--- src/rtl/iso7816_pkg.sv ---
// Shared definitions for the ISO 7816 ATR parser: the parser state encoding,
// the protocol numbers carried in TDi, TA1 defaults and the size limit.
// The field-dispatch helper decides which ATR field the next byte belongs to.
package iso7816_pkg;

  typedef enum logic [3:0] {
    ST_IDLE    = 4'd0,
    ST_WAIT_T0 = 4'd1,
    ST_NEXT    = 4'd2,
    ST_TA      = 4'd3,
    ST_TB      = 4'd4,
    ST_TC      = 4'd5,
    ST_TD      = 4'd6,
    ST_HIST    = 4'd7,
    ST_TCK     = 4'd8,
    ST_DONE    = 4'd9,
    ST_ERR     = 4'd10
  } atr_state_t;

  localparam logic [3:0] T_0  = 4'd0;
  localparam logic [3:0] T_1  = 4'd1;
  localparam logic [3:0] T_15 = 4'd15;

  localparam logic [3:0] FI_CODE_DEFAULT = 4'b0001;
  localparam logic [3:0] DI_CODE_DEFAULT = 4'b0001;

  localparam int MAX_ATR_BYTES_DEFAULT = 32;

  // Resolves the transient NEXT decision: pending interface bytes first
  // (TA, TB, TC, TD in that order), then historical bytes, then TCK.
  function automatic atr_state_t next_field(input logic [3:0] y,
                                            input logic [3:0] hist_left,
                                            input logic       need_tck);
    atr_state_t st;
    if (y[0])                 st = ST_TA;
    else if (y[1])            st = ST_TB;
    else if (y[2])            st = ST_TC;
    else if (y[3])            st = ST_TD;
    else if (hist_left != '0) st = ST_HIST;
    else if (need_tck)        st = ST_TCK;
    else                      st = ST_DONE;
    return st;
  endfunction

endpackage

--- src/rtl/iso7816_atr_tck_checker.sv ---
// Running XOR over every ATR byte from T0 up to and including TCK.
// A non-zero result once the TCK byte has been folded in flags a checksum
// error, which stays set until the session is cleared.
module iso7816_atr_tck_checker (
  input  logic       clk,
  input  logic       clr_i,
  input  logic       acc_i,
  input  logic       last_i,
  input  logic [7:0] data_i,
  output logic       tck_error_o
);

  logic [7:0] xor_q;
  logic [7:0] xor_d;
  logic       err_q;

  assign xor_d = xor_q ^ data_i;

  // Accumulate accepted bytes; judge the total on the TCK byte.
  always_ff @(posedge clk) begin
    if (clr_i) begin
      xor_q <= 8'h00;
      err_q <= 1'b0;
    end else if (acc_i) begin
      xor_q <= xor_d;
      if (last_i && (xor_d != 8'h00)) begin
        err_q <= 1'b1;
      end
    end
  end

  assign tck_error_o = err_q;

endmodule

--- src/rtl/iso7816_atr_parser.sv ---
// ISO 7816 ATR byte-level parser. Consumes convention-corrected bytes after
// TS and walks T0, TAi/TBi/TCi/TDi, historical bytes and TCK, publishing the
// TA1 codes, offered protocols and completion/error flags.
// Optional feature: define ISO7816_ATR_TCK_CHECK_EN to verify the TCK
// checksum; otherwise tckError is constant 0 and TCK is consumed unchecked.
module iso7816_atr_parser
  import iso7816_pkg::*;
#(
  parameter int MAX_ATR_BYTES = MAX_ATR_BYTES_DEFAULT,
  parameter int CNT_WIDTH     = 6
) (
  input  logic                 clk,
  input  logic                 reset,
  input  logic                 isActivated,
  input  logic                 tsReceived,
  input  logic                 byteValid,
  input  logic [7:0]           byteData,
  output logic                 t0Received,
  output logic                 atrCompleted,
  output logic                 atrError,
  output logic                 tckError,
  output logic [3:0]           fiCode,
  output logic [3:0]           diCode,
  output logic                 useT0,
  output logic                 useT1,
  output logic                 useT15,
  output logic [3:0]           histCount,
  output logic [CNT_WIDTH-1:0] atrByteCount
);

  atr_state_t           state_q;
  logic                 t0_received_q;
  logic                 atr_completed_q;
  logic                 atr_error_q;
  logic [3:0]           fi_code_q;
  logic [3:0]           di_code_q;
  logic                 use_t0_q;
  logic                 use_t1_q;
  logic                 use_t15_q;
  logic [3:0]           hist_count_q;
  logic [CNT_WIDTH-1:0] byte_cnt_q;

  // Walk bookkeeping: pending interface bytes, group index, remaining
  // historical bytes, whether a TCK will follow, whether any TDi was seen.
  logic [3:0]           y_q;
  logic [3:0]           idx_q;
  logic [3:0]           hist_left_q;
  logic                 need_tck_q;
  logic                 td_seen_q;

  // Values these registers take once the current byte has been consumed.
  logic [3:0]           y_d;
  logic [3:0]           hist_left_d;
  logic                 need_tck_d;
  logic                 td_seen_d;
  atr_state_t           state_d;

  logic                 session_clr;
  logic                 byte_in_field;
  logic                 byte_overflow;
  logic                 byte_accept;
  logic [3:0]           td_proto;

  assign session_clr = reset || !isActivated;
  assign td_proto    = byteData[3:0];

  // Only the field-consuming states take bytes; IDLE, DONE and ERR ignore them.
  always_comb begin
    byte_in_field = 1'b0;
    case (state_q)
      ST_WAIT_T0, ST_TA, ST_TB, ST_TC, ST_TD, ST_HIST, ST_TCK: byte_in_field = 1'b1;
      default: byte_in_field = 1'b0;
    endcase
  end

  // A byte arriving with the counter already at the limit would overflow it.
  assign byte_overflow = byteValid && byte_in_field &&
                         (byte_cnt_q == CNT_WIDTH'(MAX_ATR_BYTES));
  assign byte_accept   = byteValid && byte_in_field && !byte_overflow;

  // Update the walk bookkeeping for the current byte and pick the field that
  // the following byte belongs to, so NEXT never lasts a cycle of its own.
  always_comb begin
    y_d         = y_q;
    hist_left_d = hist_left_q;
    need_tck_d  = need_tck_q;
    td_seen_d   = td_seen_q;
    case (state_q)
      ST_WAIT_T0: begin
        y_d         = byteData[7:4];
        hist_left_d = byteData[3:0];
      end
      ST_TA: y_d[0] = 1'b0;
      ST_TB: y_d[1] = 1'b0;
      ST_TC: y_d[2] = 1'b0;
      ST_TD: begin
        y_d       = byteData[7:4];
        td_seen_d = 1'b1;
        if (td_proto != T_0) need_tck_d = 1'b1;
      end
      ST_HIST: hist_left_d = hist_left_q - 4'd1;
      default: ;
    endcase
    if (state_q == ST_TCK) state_d = ST_DONE;
    else                   state_d = next_field(y_d, hist_left_d, need_tck_d);
  end

  // Parser state machine with registered outputs; session clear wins over bytes.
  always_ff @(posedge clk) begin
    if (session_clr) begin
      state_q         <= ST_IDLE;
      t0_received_q   <= 1'b0;
      atr_completed_q <= 1'b0;
      atr_error_q     <= 1'b0;
      fi_code_q       <= FI_CODE_DEFAULT;
      di_code_q       <= DI_CODE_DEFAULT;
      use_t0_q        <= 1'b0;
      use_t1_q        <= 1'b0;
      use_t15_q       <= 1'b0;
      hist_count_q    <= 4'd0;
      byte_cnt_q      <= '0;
      y_q             <= 4'd0;
      idx_q           <= 4'd0;
      hist_left_q     <= 4'd0;
      need_tck_q      <= 1'b0;
      td_seen_q       <= 1'b0;
    end else if (state_q == ST_IDLE) begin
      if (tsReceived) state_q <= ST_WAIT_T0;
    end else if (byte_overflow) begin
      state_q     <= ST_ERR;
      atr_error_q <= 1'b1;
    end else if (byte_accept) begin
      byte_cnt_q  <= byte_cnt_q + CNT_WIDTH'(1);
      y_q         <= y_d;
      hist_left_q <= hist_left_d;
      need_tck_q  <= need_tck_d;
      td_seen_q   <= td_seen_d;
      state_q     <= state_d;

      case (state_q)
        ST_WAIT_T0: begin
          t0_received_q <= 1'b1;
          hist_count_q  <= byteData[3:0];
          idx_q         <= 4'd1;
        end
        ST_TA: begin
          if (idx_q == 4'd1) begin
            fi_code_q <= byteData[7:4];
            di_code_q <= byteData[3:0];
          end
        end
        ST_TD: begin
          // Group index saturates so a long TD chain never wraps back to 1.
          if (idx_q != 4'd15) idx_q <= idx_q + 4'd1;
          if (td_proto == T_0)  use_t0_q  <= 1'b1;
          if (td_proto == T_1)  use_t1_q  <= 1'b1;
          if (td_proto == T_15) use_t15_q <= 1'b1;
        end
        default: ;
      endcase

      if (state_d == ST_DONE) begin
        atr_completed_q <= 1'b1;
        // No TDi at all means the card implicitly offers T=0.
        if (!td_seen_d) use_t0_q <= 1'b1;
      end
    end
  end

`ifdef ISO7816_ATR_TCK_CHECK_EN
  logic tck_last;
  logic tck_error_w;

  assign tck_last = byte_accept && (state_q == ST_TCK);

  iso7816_atr_tck_checker u_tck_checker (
    .clk         (clk),
    .clr_i       (session_clr),
    .acc_i       (byte_accept),
    .last_i      (tck_last),
    .data_i      (byteData),
    .tck_error_o (tck_error_w)
  );

  assign tckError = tck_error_w;
`else
  assign tckError = 1'b0;
`endif

  assign t0Received   = t0_received_q;
  assign atrCompleted = atr_completed_q;
  assign atrError     = atr_error_q;
  assign fiCode       = fi_code_q;
  assign diCode       = di_code_q;
  assign useT0        = use_t0_q;
  assign useT1        = use_t1_q;
  assign useT15       = use_t15_q;
  assign histCount    = hist_count_q;
  assign atrByteCount = byte_cnt_q;

endmodule

--- config.mk ---
export PLATFORM = sky130hd
export DESIGN_NAME = iso7816_atr_parser
export DESIGN_NICKNAME = d
export VERILOG_FILES = /design/src/rtl/iso7816_pkg.sv /design/src/rtl/iso7816_atr_tck_checker.sv /design/src/rtl/iso7816_atr_parser.sv
export SDC_FILE = /design/constraint.sdc
export NUM_CORES = 1
export LEC_CHECK = 0
export BUFFER_PORTS_ARGS = -buffer_cell sky130_fd_sc_hd__buf_4
export CAP_MARGIN = 20
export CORE_MARGIN = 4
export CORE_UTILIZATION = 54
export CTS_CLUSTER_DIAMETER = 80
export DETAILED_ROUTE_END_ITERATION = 10
export GPL_ROUTABILITY_DRIVEN = 0
export PLACE_DENSITY_LB_ADDON = 0.2
export SYNTH_ARGS = -nofsm -noshare
export SYNTH_HDL_FRONTEND = slang
export SYNTH_SLANG_ARGS = --single-unit
--- constraint.sdc ---
create_clock -name clk -period 2.5 [get_ports clk]
set_input_delay 0.125 -clock clk [delete_from_list [all_inputs] [get_ports clk]]
set_output_delay 0.125 -clock clk [all_outputs]
set_load 0.01 [all_outputs]
### Yosys cells after proc, flatten, opt, wreduce, memory -nomap -nowiden

Index checks and enable logic that the tools add are counted.
Widths: inputs -> output; s select.

* bitwise logic cells: 2
* $add $sub $neg: 3
* eq/ne operators: 15
* reductions and logical operators: 23
* mux-type cells: 26

Operator list (number)
* $mux 4: 11
* $reduce_and 5->1: 4
* $eq 4x3->1 const B: 4
* $pmux 4 s2: 2
* $eq 4x1->1 const B: 3
* $eq 4x4->1 const B: 3
* $mux 1: 10
* $logic_not 4->1: 2
* $reduce_and 4->1: 2
* $reduce_bool 4->1: 2
* $reduce_or 7->1: 1
* $add 6x1->6 const B: 1
* $eq 6x6->1 const B: 1
* $pmux 1 s2: 3
* $add 4x1->4 const B: 1
* $eq 4x2->1 const B: 1
* $ne 2x2->1 const B: 2
* $ne 4x4->1 const B: 1
* $reduce_and 2->1: 2
* $sub 4x1->4 const B: 1
* $logic_and 1x1->1: 3
* $reduce_and 3->1: 1
* $reduce_bool 3->1: 1
* $logic_not 1->1: 2
* other kinds (4): 5

* bits in registers: 42
* bits of input ports: 13
* word-level logic and storage cells: 85

### Depth between registers and ports, before layout

Gate-level depths: netlist (run 1).

* depth after elaboration: 13
* mapped depth: 10

### Worst setup path before layout (run 1)

Ideal clock, no wire load.

* path kind: reg2reg
* start: reg state_q[3]
* end: reg atr_completed_q, in the netlist atrCompleted
* required time: 2.409 ns
* cell stages (with the launch flop): 8
* buffers on the path: 1
* setup time: 0.091 ns
* path slack: 0.182 ns
* arrival: 2.227 ns
* cell sequence: dfxtp_1 > or4b_1 > buf_2 > a21o_1 > a222oi_1 > nor4b_2 > a211oi_1 > a311oi_1

* longest elaborated chain between the ends: 11
* elaborated cells between the ends (all ways): 33
* classes of those cells: eq/ne (8); mux (14); bitwise (2); reduce/logical (9)

Ends and longest elaborated chain
* from (decl): RTL line iso7816_atr_parser.sv:31 `atr_state_t state_q;`
* from (signal assigned): RTL line iso7816_atr_parser.sv:138 `state_q <= state_d;`
* $eq 4x3->1 or $eq 4x1->1 (tied branches): RTL line iso7816_atr_parser.sv:70, iso7816_atr_parser.sv:88
* $pmux 4 s2 or $mux 1 (tied branches): RTL line iso7816_atr_parser.sv:88 `case (state_q)`
* $reduce_bool 4->1 or $mux 1 (tied branches): RTL line iso7816_pkg.sv:39, iso7816_pkg.sv:40
* $mux 4: RTL line iso7816_pkg.sv:39 `else if (hist_left != '0) st = ST_HIST;`
* $mux 4: RTL line iso7816_pkg.sv:38 `else if (y[3]) st = ST_TD;`
* $mux 4: RTL line iso7816_pkg.sv:37 `else if (y[2]) st = ST_TC;`
* $mux 4: RTL line iso7816_pkg.sv:36 `else if (y[1]) st = ST_TB;`
* $mux 4: RTL line iso7816_pkg.sv:35 `if (y[0]) st = ST_TA;`
* $mux 4: RTL line iso7816_atr_parser.sv:104 `if (state_q == ST_TCK) state_d = ST_DONE;`
* $eq 4x4->1: RTL line iso7816_atr_parser.sv:162 `if (state_d == ST_DONE) begin`
* $reduce_and 4->1 (no line) (*)
* to (signal assigned): RTL line iso7816_atr_parser.sv:113 `atr_completed_q <= 1'b0;`
* to (signal assigned): RTL line iso7816_atr_parser.sv:163 `atr_completed_q <= 1'b1;`
* to (decl): RTL line iso7816_atr_parser.sv:33 `logic atr_completed_q;`

Mark *: on every way between the ends. The rest lies on a longest branch, timed or not.
A chain may end at the register's enable or synchronous reset.

### Final worst setup path (run 1)

* start: reg state_q[3]
* end: reg state_q[0]

* longest elaborated chain between the ends: 12
* elaborated cells between the ends (all ways): 35
* classes of those cells: eq/ne (8); mux (17); reduce/logical (10)

Ends and longest elaborated chain
* $eq 4x3->1 or $eq 4x1->1 (tied branches): RTL line iso7816_atr_parser.sv:70, iso7816_atr_parser.sv:88
* $pmux 4 s2 or $mux 1 (tied branches): RTL line iso7816_atr_parser.sv:88
* $reduce_bool 4->1 or $mux 1 (tied branches): RTL line iso7816_pkg.sv:39, iso7816_pkg.sv:40
* $mux 4: RTL line iso7816_pkg.sv:39
* $mux 4: RTL line iso7816_pkg.sv:38
* $mux 4: RTL line iso7816_pkg.sv:37
* $mux 4: RTL line iso7816_pkg.sv:36
* $mux 4: RTL line iso7816_pkg.sv:35
* $mux 4: RTL line iso7816_atr_parser.sv:104
* $mux 4: RTL line iso7816_atr_parser.sv:132 `end else if (byte_accept) begin`
* $mux 4: RTL line iso7816_atr_parser.sv:129 `end else if (byte_overflow) begin`
* $mux 4: RTL line iso7816_atr_parser.sv:127 `end else if (state_q == ST_IDLE) begin`

Several ways; a longest one is shown, not always the timed one. The select of a mux whose other input is x is not followed.

==> results.md, run 1 <==
- Worst slew margin: 55.9%
- Initial antenna violation count: 0
- Placed insts: 364
- Netlist cell types: 58
- LEAKAGE: 0.00108 uW
- Fmax: 421 MHz
- ANT cells: 0
- Req. time, crit path: 2.68 ns
- Vias: 2,186
- Power per cell area: 495 nW/um2
- Final-report hold violation count: 0
- Layout cells sized above 1: 22.7%
- Setup CP Type: reg -> reg
- Startpoint types: flip-flop
- Setup bufs post-CTS: 0
- PnR worst setup slack: 0.127 ns
- R2R Path End: state_q[0]
- H-tree levels: 2
- Synthesis Warnings: 0
- Tot GR Track Use: 22.5%
- Sum Neg Setup Slack: 0 ns
- WL per Instance: 15.4 um
- End point of the critical path: state_q[0]
- Worst Tran Pin Value: 0.662 ns
- Multi-input logic area: 1320 um2
- I/O pins: 38
- CP Max Fanout: 4
- Vias in the first global route: 1,961
- Fin. max-slew vios: 0
- Clock Sink Count: 42
- Min Tclk post-route: 2.37 ns
- Number of cell rows: 23
- Syn_nets: 294
- Peak supply drop: 0.480 mV
- Synth-to-layout area growth: 24.8%
- Reg2Reg Setup Slack: 0.13 ns
- TritonCTS Buffers: 5
- CTS tree: yes
- Non-filler cells, final: 372
- Register area: 841 um2
- Crit path DAT: 2.56 ns
- Unrepaired setup endpoints after global routing: false
- Final Setup Violations: 0
- Syn Inst Count: 276
- Die area: 5270 um2
- Total gr overflow: 0
- Largest net degree at the start of global routing: 24
- Post-CTS resize count: 0
- HP Class: in -> reg
- Outcome: completed
- Dpl hpwl: 4150 um
- Setup crit start: state_q[3]
- DRT iter0 DRCs: 124
- #FFs+latches synth: 42
- Die height: 72.6 um
- Post-DR vias/cell: 5.88
- Clock buffer depth: 2
- Crit end category: flip-flop
- TritonRoute pass-1 iters: 6
- Sequential area share after synthesis: 37.3%
- Dpl ws: 0.145 ns
- Cts hold-fix bufs: 0
- Skew-Pair Late Insertion Delay: 0.30 ns
- Fill cells: 338
- WL final: 5730 um
- Port bufs: 36
- Ys flop type: dfxtp_1
- Final Cycle Share: 94.9%
- Total core area: 4030 um2
- Worst r2r src: state_q[3]
- R2R depth: 6
- Max capacitance violation total: 0
- Post-synth EDFFs: 0
- Post-route ant nets: 0
- Async set or reset register ratio after synthesis: 0%
- Die width: 72.6 um
- Register clock-pin slew on the reported worst setup and hold paths: 0.08 ns
- Synthesized area per cell: 8.16 um2
- Clk root buf: clkbuf_8
- Nets: 339
- Cell area after synthesis: 2250 um2
- Starting Density: 55.9%
- First-pass GRT wire length: 9410 um
- Setup Skew: 0.00537 ns
- Drt drc: 0
final cells by class:
class / count / area share (%)
Clock inverter: 2 / 1.34
Multi-Input combinational cell: 204 / 46.9
Clock buffer: 6 / 2.58
Tap cell: 50 / 2.23
Sequential cell: 42 / 29.9
Inverter: 12 / 1.60
Timing Repair Buffer: 56 / 15.4
layout by cell type, fill, tap and decap left out, drive strengths merged, types with 5 or more instances in the layout:
cell | netlist | layout
buf | 2 | 56
nand3 | 5 | 5
nor2 | 42 | 42
and3 | 5 | 5
nor3 | 13 | 13
a21oi | 14 | 14
nand2 | 19 | 19
o21ai | 13 | 13
mux2i | 12 | 12
dfxtp | 42 | 42
ha | 5 | 5
clkbuf | 16 | 6
xor2 | 6 | 6
inv | 12 | 12
nand2b | 5 | 5
worst max-delay path, cell delays in order, from the launching register on:
cell,delay (ns)
dfxtp_1,0.31
or4b_1,0.60
mux2_2,0.30
a221o_1,0.39
o41ai_4,0.40
a21o_1,0.18
a21oi_1,0.07
cells in the mapped netlist, types with 3 or more instances:
cell type	count	area, um2
xor2_1	6	52.6
or3_1	4	25.0
nand4_1	4	25.0
mux2i_1	12	120
o21ai_0	13	65.1
ha_1	5	62.6
clkbuf_1	16	60.1
nand2_1	19	71.3
nand2b_1	5	31.3
and3_1	5	31.3
inv_1	12	45.0
dfxtp_1	42	841
nor3_1	12	60.1
a21o_1	3	22.5
a211oi_1	4	30.0
nor2_1	41	154
a21oi_1	14	70.1
a31oi_1	4	25.0
nand3_1	5	25.0
nor2b_1	4	25.0
power by group:
part	switching (uW)	internal [uW]	total [uW]
combinational	102	78.7	180
sequential	3.78	673	677
clock	235	298	533
worst min-delay path by stage:
stage / start / endpoint / slack (ns) / depth (start not counted)
finish: byteData[4] / fiCode[0] / 0.08 / 3
global route: byteData[4] / fiCode[0] / 0.08 / 3
CTS: byteData[4] / fiCode[0] / 0.08 / 3
detailed placement: byteData[4] / fiCode[0] / 0.38 / 3
global placement: byteData[4] / fiCode[0] / 0.36 / 3
floorplan: byteData[0] / diCode[0] / 0.25 / 2
per-stage QoR:
step	utilization, %	power, uW	area (um2)	hold slack, ns
after floorplan	-	801	2250	0.253
after global placement	66.4	862	2680	0.362
after detailed placement	66.4	863	2680	0.382
after CTS	69.1	1390	2790	0.0765
after global routing	69.8	1430	2810	0.0847
final	69.8	1390	2810	0.0793
registers in the layout, indices dropped and copies added (netlist names):
name,count
td_seen_q,1
need_tck_q,1
hist_left_q,4
useT15,1
useT1,1
diCode,4
atrByteCount,6
state_q,4
fiCode,4
idx_q,4
atrError,1
t0Received,1
histCount,4
useT0,1
y_q,4
atrCompleted,1
layer usage:
metal	wire, um	global-route usage (%)	vias up
met3	479	4.96	16
met5	0	0	-
met1	2570	32.8	1004
met4	130	9.22	0
li1	-	-	1068
met2	2550	32.0	98
logic make-up after synthesis:
family                   after synthesis  synth area share, %
AND/OR/NAND/NOR                      116                 27.0
AO/OA/AOI/OAI                         62                 18.9
flip-flops                            42                 37.3
buffers and inverters                 30                 5.22
multiplexers                          13                 5.83
XOR/XNOR                               7                 2.72
adder cells (fa/ha/maj)                5                 2.78
other                                  1                0.167
No activity file was read; power rests on OpenSTA's default activity.
==> inputs of run 2 (changes only) <==
ABC_AREA = 1   (was unset)
CTS_CLUSTER_SIZE = 30   (was unset)
==> run 2 against run 1 <==
- synthesized area is 1.3% lower
- critical endpoint is now atrByteCount[4]
- die area is 1.2% lower
- via count is 6.8% lower
==> results.md, run 2 <==
- WL final: 5000 um (-13%)
- Power per cell area: 477 nW/um2 (-3.5%)
- Total power draw: 1240 uW (-11%)
- Setup bufs post-CTS: 0 (unchanged)
- Largest net degree at the start of global routing: 26 (+8.3%)
- H-tree levels: 2 (unchanged)
- Tot GR Track Use: 20.4% (-2.1 points)
- Total core area: 4000 um2 (-0.71%)
- TritonCTS Buffers: 5 (unchanged)
- Post-CTS resize count: 0 (unchanged)
- Multi-input logic area: 1170 um2 (-11%)
- Die area: 5210 um2 (-1.2%)
- Crit path max-delay family: simple AND/OR/NAND/NOR gates
- Cts hold-fix bufs: 0 (unchanged)
- Sequential area share after synthesis: 37.8% (+0.50 points)
- Synth-to-layout area growth: 16.8%
- #FFs+latches synth: 42 (unchanged)
- Setup Skew: 0.00529 ns (-0.0000892 ns)
- Port bufs: 36 (unchanged)
- CTS tree: yes
- Drt drc: 0 (unchanged)
- Post-route ant nets: 0 (unchanged)
- Setup CP Type: reg -> reg
- Syn_nets: 330 (+12%)
- Unrepaired setup endpoints after global routing: false
- HP Class: in -> reg
- Async set or reset register ratio after synthesis: 0% (unchanged)
- ANT cells: 0 (unchanged)
- Clock Sink Count: 42 (unchanged)
- Min Tclk post-route: 2.03 ns (-0.347 ns)
- Bufs and invs on worst path: 4 (+4)
- Die height: 72.2 um (-0.59%)
- Layout cells sized above 1: 23.8% (+1.1 points)
- Register area: 841 um2 (unchanged)
- Initial antenna violation count: 0 (unchanged)
- Crit end category: flip-flop
- Slowest CP cell: dfxtp_1
- I/O pins: 38 (unchanged)
- Die width: 72.2 um (-0.59%)
- Most frequent cells in the layout: 61 x nand2_1, 42 x dfxtp_1, 38 x buf_4
- Final Setup Violations: 0 (unchanged)
- Register clock-pin slew on the reported worst setup and hold paths: 0.07 ns (about the same)
- Req. time, crit path: 2.67 ns (about the same)
- Max reg flops: 6 (unchanged)
- Synthesized area per cell: 7.12 um2 (-13%)
- Fin. max-slew vios: 0 (unchanged)
- Non-filler cells, final: 399 (+7.3%)
- Netlist cell types: 38 (-34%)
- Dpl hpwl: 3820 um (-7.9%)
- Post-synth EDFFs: 0 (unchanged)
- Vias: 2,037 (-6.8%)
- Fill cells: 359 (+6.2%)
- Worst-path cell chain: nor2_2, inv_2, nor3_2, inv_2, nand2_1, nand2_1, clkinv_2, nand2_4, inv_2, nand3_2, nor2_1, nand2_1, nor3b_1
- Synthesis Warnings: 0 (unchanged)
- Final-report hold violation count: 0 (unchanged)
- CP Max Fanout: 22 (+18)
- LEAKAGE: 0.00112 uW (+3.4%)
- Vias in the first global route: 1,878 (-4.2%)
- DRT iter0 DRCs: 97 (-22%)
- Cell with the most instances after synthesis: nand2_1
- Sum Neg Setup Slack: 0 ns (unchanged)
- Total gr overflow: 0 (unchanged)
- Commonest non-fill, non-tap cell in the layout: nand2_1
- Number of cell rows: 23 (unchanged)
- Largest area contributor in the netlist: dfxtp_1
- Final Cycle Share: 81.0% (-14 points)
- Nets: 367 (+8.3%)
- Syn Inst Count: 312 (+13%)
- Post-DR vias/cell: 5.11 (-13%)
- Synth top area share: 37.8% (+0.50 points)
- Worst slew margin: 65.4% (+9.6 points)
- Clock buffer depth: 2 (unchanged)
- Cell area after synthesis: 2220 um2 (-1.3%)
- Startpoint types: flip-flop
- Starting Density: 55.6% (-0.35 points)
- Ranking of synthesized cells by area: dfxtp_1 38%, nand2_1 10%, a21oi_1 7.4%
- Ys flop type: dfxtp_1
- First-pass GRT wire length: 8450 um (-10%)
- CP max stage delay: 0.38 ns (-0.22 ns)
- Placed insts: 392 (+7.7%)
- Worst Tran Pin Value: 0.514 ns (-0.148 ns)
- Final Util: 64.9% (-4.8 points)
- Top cells by count, synth: 61 x nand2_1, 42 x dfxtp_1, 33 x a21oi_1
- Outcome: completed
- Fmax: 494 MHz (+17%)
- Max capacitance violation total: 0 (unchanged)
- Skew-Pair Late Insertion Delay: 0.29 ns (about the same)
- Clk root buf: clkbuf_8
- TritonRoute pass-1 iters: 4 (-2)
- Crit path DAT: 2.19 ns (-0.37 ns)
- Peak supply drop: 0.363 mV (-24%)
- WL per Instance: 12.5 um (-19%)
[run 2: cell types whose count changed after synthesis, sizes merged, moves of 12 or more]
cell and delta:
a21oi +20, clkbuf -13, nand3 +17, o21ai +14
inv +27, mux2i -12, nand2 +50
[run 2: worst register-to-register path, cell delays in order, from the launching register on]
cell	delay [ns]
dfxtp_1	0.38
nor2_2	0.14
inv_2	0.06
nor3_2	0.18
inv_2	0.09
nand2_1	0.06
nand2_1	0.07
clkinv_2	0.09
nand2_4	0.17
inv_2	0.24
nand3_2	0.10
nor2_1	0.13
nand2_1	0.06
nor3b_1	0.13
[run 2: kinds of logic after synthesis]
logic type               synth area share, %
XOR/XNOR                               0.394
other                                  0.169
AND/OR/NAND/NOR                         33.1
flip-flops                              37.8
AO/OA/AOI/OAI                           16.3
adder cells (fa/ha/maj)                 2.82
buffers and inverters                   9.40
[run 2: final cells by class]
class                      count  share of cell area, %
tap                           50                   2.41
timing repair buffer          38                   11.0
multi-input combinational    220                   45.2
sequential                    42                   32.4
inverter                      42                   6.12
clock buffer                   7                   2.94
[run 2: stage by stage]
step / worst slack, ns / hold WS, ns / area [um2]
after floorplan: 0.857 / 0.251 / 2220
after global placement: 0.591 / 0.363 / 2520
after detailed placement: 0.496 / 0.368 / 2520
after CTS: 0.484 / 0.0548 / 2600
after global routing: 0.231 / 0.0587 / 2600
final: 0.475 / 0.0632 / 2600
[run 2: worst paths after layout]
path,from,slack (ns),end,cells past startpoint
worst min-delay path,byteData[4],0.06,fiCode[0],3
worst min register to register,need_tck_q,0.45,need_tck_q,2
worst max register to register,state_q[1],0.47,atrByteCount[4],13
worst max-delay path,state_q[1],0.47,atrByteCount[4],13
[run 2: metal layers]
layer	vias up	wire [um]	GRT usage (%)
li1	1076	-	-
met3	7	282	5.12
met5	-	0	0
met1	916	2400	27.6
met2	38	2250	32.2
met4	0	65	6.26
[run 2: report_power, final]
part | internal, uW | switching, uW | total, uW
registers | 674 | 5.91 | 680
clock network | 192 | 212 | 404
logic | 53.4 | 100 | 154
total | 920 | 319 | 1240
==> inputs of run 3 (changes only) <==
CORE_UTILIZATION = 50   (was 54)
clock period = 1.7 ns   (was 2.5 ns; I/O delays follow)
==> run 3 against run 2 <==
- the flow now finishes with violations (negative setup slack)
- die area rose by 7.1%
- combinational power rose to 2.7 times the previous value
- final cell count rose by 10%
- non-clock buffer count rose by 39
- utilization rose by 18 points
- clock skew rose by 0.0040 ns
- critical endpoint is now state_q[1]
- largest cell class unchanged
==> results.md, run 3 (synthesis results as in run 2) <==
- Register clock-pin slew on the reported worst setup and hold paths: 0.09 ns (+0.02 ns)
- Worst-path cell chain: inv_2, ha_4, xor2_2, nand2_1, nand2_1, nor2_2, nand2_2, nor2_4, nand2_1, nand2_1, nand2_1, nand2_1, nand2_1, nand2_1, a21oi_1
- Dpl hpwl: 4190 um (+9.6%)
- Startpoint types: flip-flop
- Drt drc: 0 (unchanged)
- R2R Path End: state_q[1]
- Worst r2r src: hist_left_q[0]
- CP max stage delay: 0.36 ns (-0.02 ns)
- Largest net degree at the start of global routing: 25 (-3.8%)
- DRT iter0 DRCs: 200 (+110%)
- Initial antenna violation count: 0 (unchanged)
- Final Cycle Share: 111% (+30 points)
- Fmax: 529 MHz (+7.1%)
- Peak supply drop: 0.533 mV (+47%)
- Port bufs: 36 (unchanged)
- Worst Tran Pin Value: 0.562 ns (+0.0486 ns)
- Hold wc startpoint: byteData[5]
- Vias: 2,497 (+23%)
- Clk root buf: clkbuf_8
- Unrepaired setup endpoints after global routing: true
- WL per Instance: 17.4 um (+39%)
- Crit path DAT: 2.07 ns (-0.12 ns)
- CTS tree: yes
- Vias in the first global route: 2,235 (+19%)
- Post-route ant nets: 0 (unchanged)
- Internal: 1750 uW (+90%)
- CP Max Fanout: 3 (-86%)
- Starting Density: 53.6% (-1.9 points)
- HP Class: in -> reg
- Failing checks: negative setup slack
- Max capacitance violation total: 0 (unchanged)
- ANT cells: 0 (unchanged)
- Nets: 406 (+11%)
- Min Tclk post-route: 1.89 ns (-0.134 ns)
- Number of cell rows: 23 (unchanged)
- Register area: 858 um2 (+2.1%)
- Crit end category: flip-flop
- Sw Share: 26.6% (+0.83 points)
- Die area: 5570 um2 (+7.1%)
- I/O pins: 38 (unchanged)
- Power share of the clock group: 40.7% (+8.0 points)
- Setup CP Type: reg -> reg
- Total core area: 4140 um2 (+3.6%)
- Power per cell area: 693 nW/um2 (+45%)
- Final-report hold violation count: 0 (unchanged)
- Req. time, crit path: 1.88 ns (-0.79 ns)
- Post-DR vias/cell: 5.69 (+11%)
- Final Util: 82.8% (+18 points)
- Reg2Reg Setup Slack: -0.19 ns (-0.67 ns)
- R2R depth: 15 (+2)
- Clock Sink Count: 42 (unchanged)
- WHS Endpoint: fiCode[1]
- LEAKAGE: 0.00146 uW (+31%)
- Outcome: finished with violations
- Sum Neg Setup Slack: -2.33 ns (-2.33 ns)
- Total power draw: 2380 uW (+92%)
- NetSw: 632 uW (+98%)
- Slowest CP cell: dfxtp_2
- Setup crit start: hist_left_q[0]
- Total gr overflow: 0 (unchanged)
- Clock buffer depth: 2 (unchanged)
- Die width: 74.7 um (+3.5%)
- Fill cells: 229 (-36%)
- Logic pwr share: 17.4% (+5.0 points)
- PnR worst setup slack: -0.191 ns (-0.666 ns)
- Skew-Pair Late Insertion Delay: 0.30 ns (about the same)
- WL final: 7650 um (+53%)
- Setup Skew: 0.00929 ns (+0.00400 ns)
- TritonRoute pass-1 iters: 4 (unchanged)
- Fin. max-slew vios: 0 (unchanged)
- Synth-to-layout area growth: 54.4%
- Sequential power share: 42.0% (-13 points)
- TritonCTS Buffers: 5 (unchanged)
- First-pass GRT wire length: 10,100 um (+19%)
- H-tree levels: 2 (unchanged)
- Most frequent cells in the layout: 62 x buf_4, 44 x nand2_1, 36 x dfxtp_1
- Top cell by count, worst path: nand2_1
- Worst Hold Depth: 3 (unchanged)
- Layout cells sized above 1: 51.4% (+28 points)
- Die height: 74.7 um (+3.5%)
- Commonest non-fill, non-tap cell in the layout: buf_4
- Final Setup Violations: 21 (+21)
- Max reg flops: 6 (unchanged)
- Worst slew margin: 62.3% (-3.2 points)
- Multi-input logic area: 1540 um2 (+31%)
- Tot GR Track Use: 23.7% (+3.2 points)
-- run 3: power groups by stage --
stage               logic [uW]  clock network (uW)  registers (uW)
floorplan                  163                   0            1020
global placement           261                   0            1020
detailed placement         262                   0            1020
CTS                        303                 969             998
global route               440                1010            1000
finish                     414                 968             999
-- run 3: worst max path at each step --
stage	end	slack, ns	cells past startpoint
final	state_q[1]	-0.19	15
after global routing	state_q[1]	-0.32	15
after CTS	useT0	-0.05	12
after detailed placement	useT0	-0.14	12
after global placement	useT0	-0.10	12
after floorplan	useT0	0.06	12
-- run 3: critical path: cells and delay by family (launching register included) --
kind	cells	cell delay (ns)
AOI/OAI and AO/OA	1	0.06
adders and majority gates	1	0.16
and+or+nand+nor	11	0.96
xor gates and xnor gates	1	0.16
buffers and inverters	1	0.06
DFF	1	0.36
-- run 3: layout make-up --
| class | count | area share [%] |
|---|---|---|
| inverters | 42 | 5.14 |
| flip-flops and latches | 42 | 25.0 |
| clock buffers | 5 | 2.01 |
| repair buffers | 77 | 19.2 |
| clock inverters | 3 | 2.01 |
| multi-input cells | 220 | 44.8 |
| well taps | 50 | 1.82 |
-- run 3: through the flow --
stage               area [um2]  std cells  hold slack, ns  setup WS [ns]
floorplan                 2220        312           0.211         0.0573
global placement          2740        416           0.328         -0.104
detailed placement        2740        416           0.341         -0.142
CTS                       3020        429          0.0240        -0.0469
global route              3430        439          0.0387         -0.320
finish                    3430        439          0.0106         -0.191
-- run 3: routing by layer --
layer  GRT usage [%]  up-vias  wire length, um
li1                -     1168                -
met1            28.6     1189             2870
met2            41.3      110             3990
met3            5.07       30              526
met4            8.89        0              268
met5               0        -                0
-- run 3: timing repair --
item | 4_1_cts | 5_1_grt
hold buffers | 0 | 0
setup endpoints to repair | 18 | 35
gates resized for setup | 34 | 107
buffers inserted | 5 | 9
pin swaps | 19 | 29
gates cloned | 0 | 1
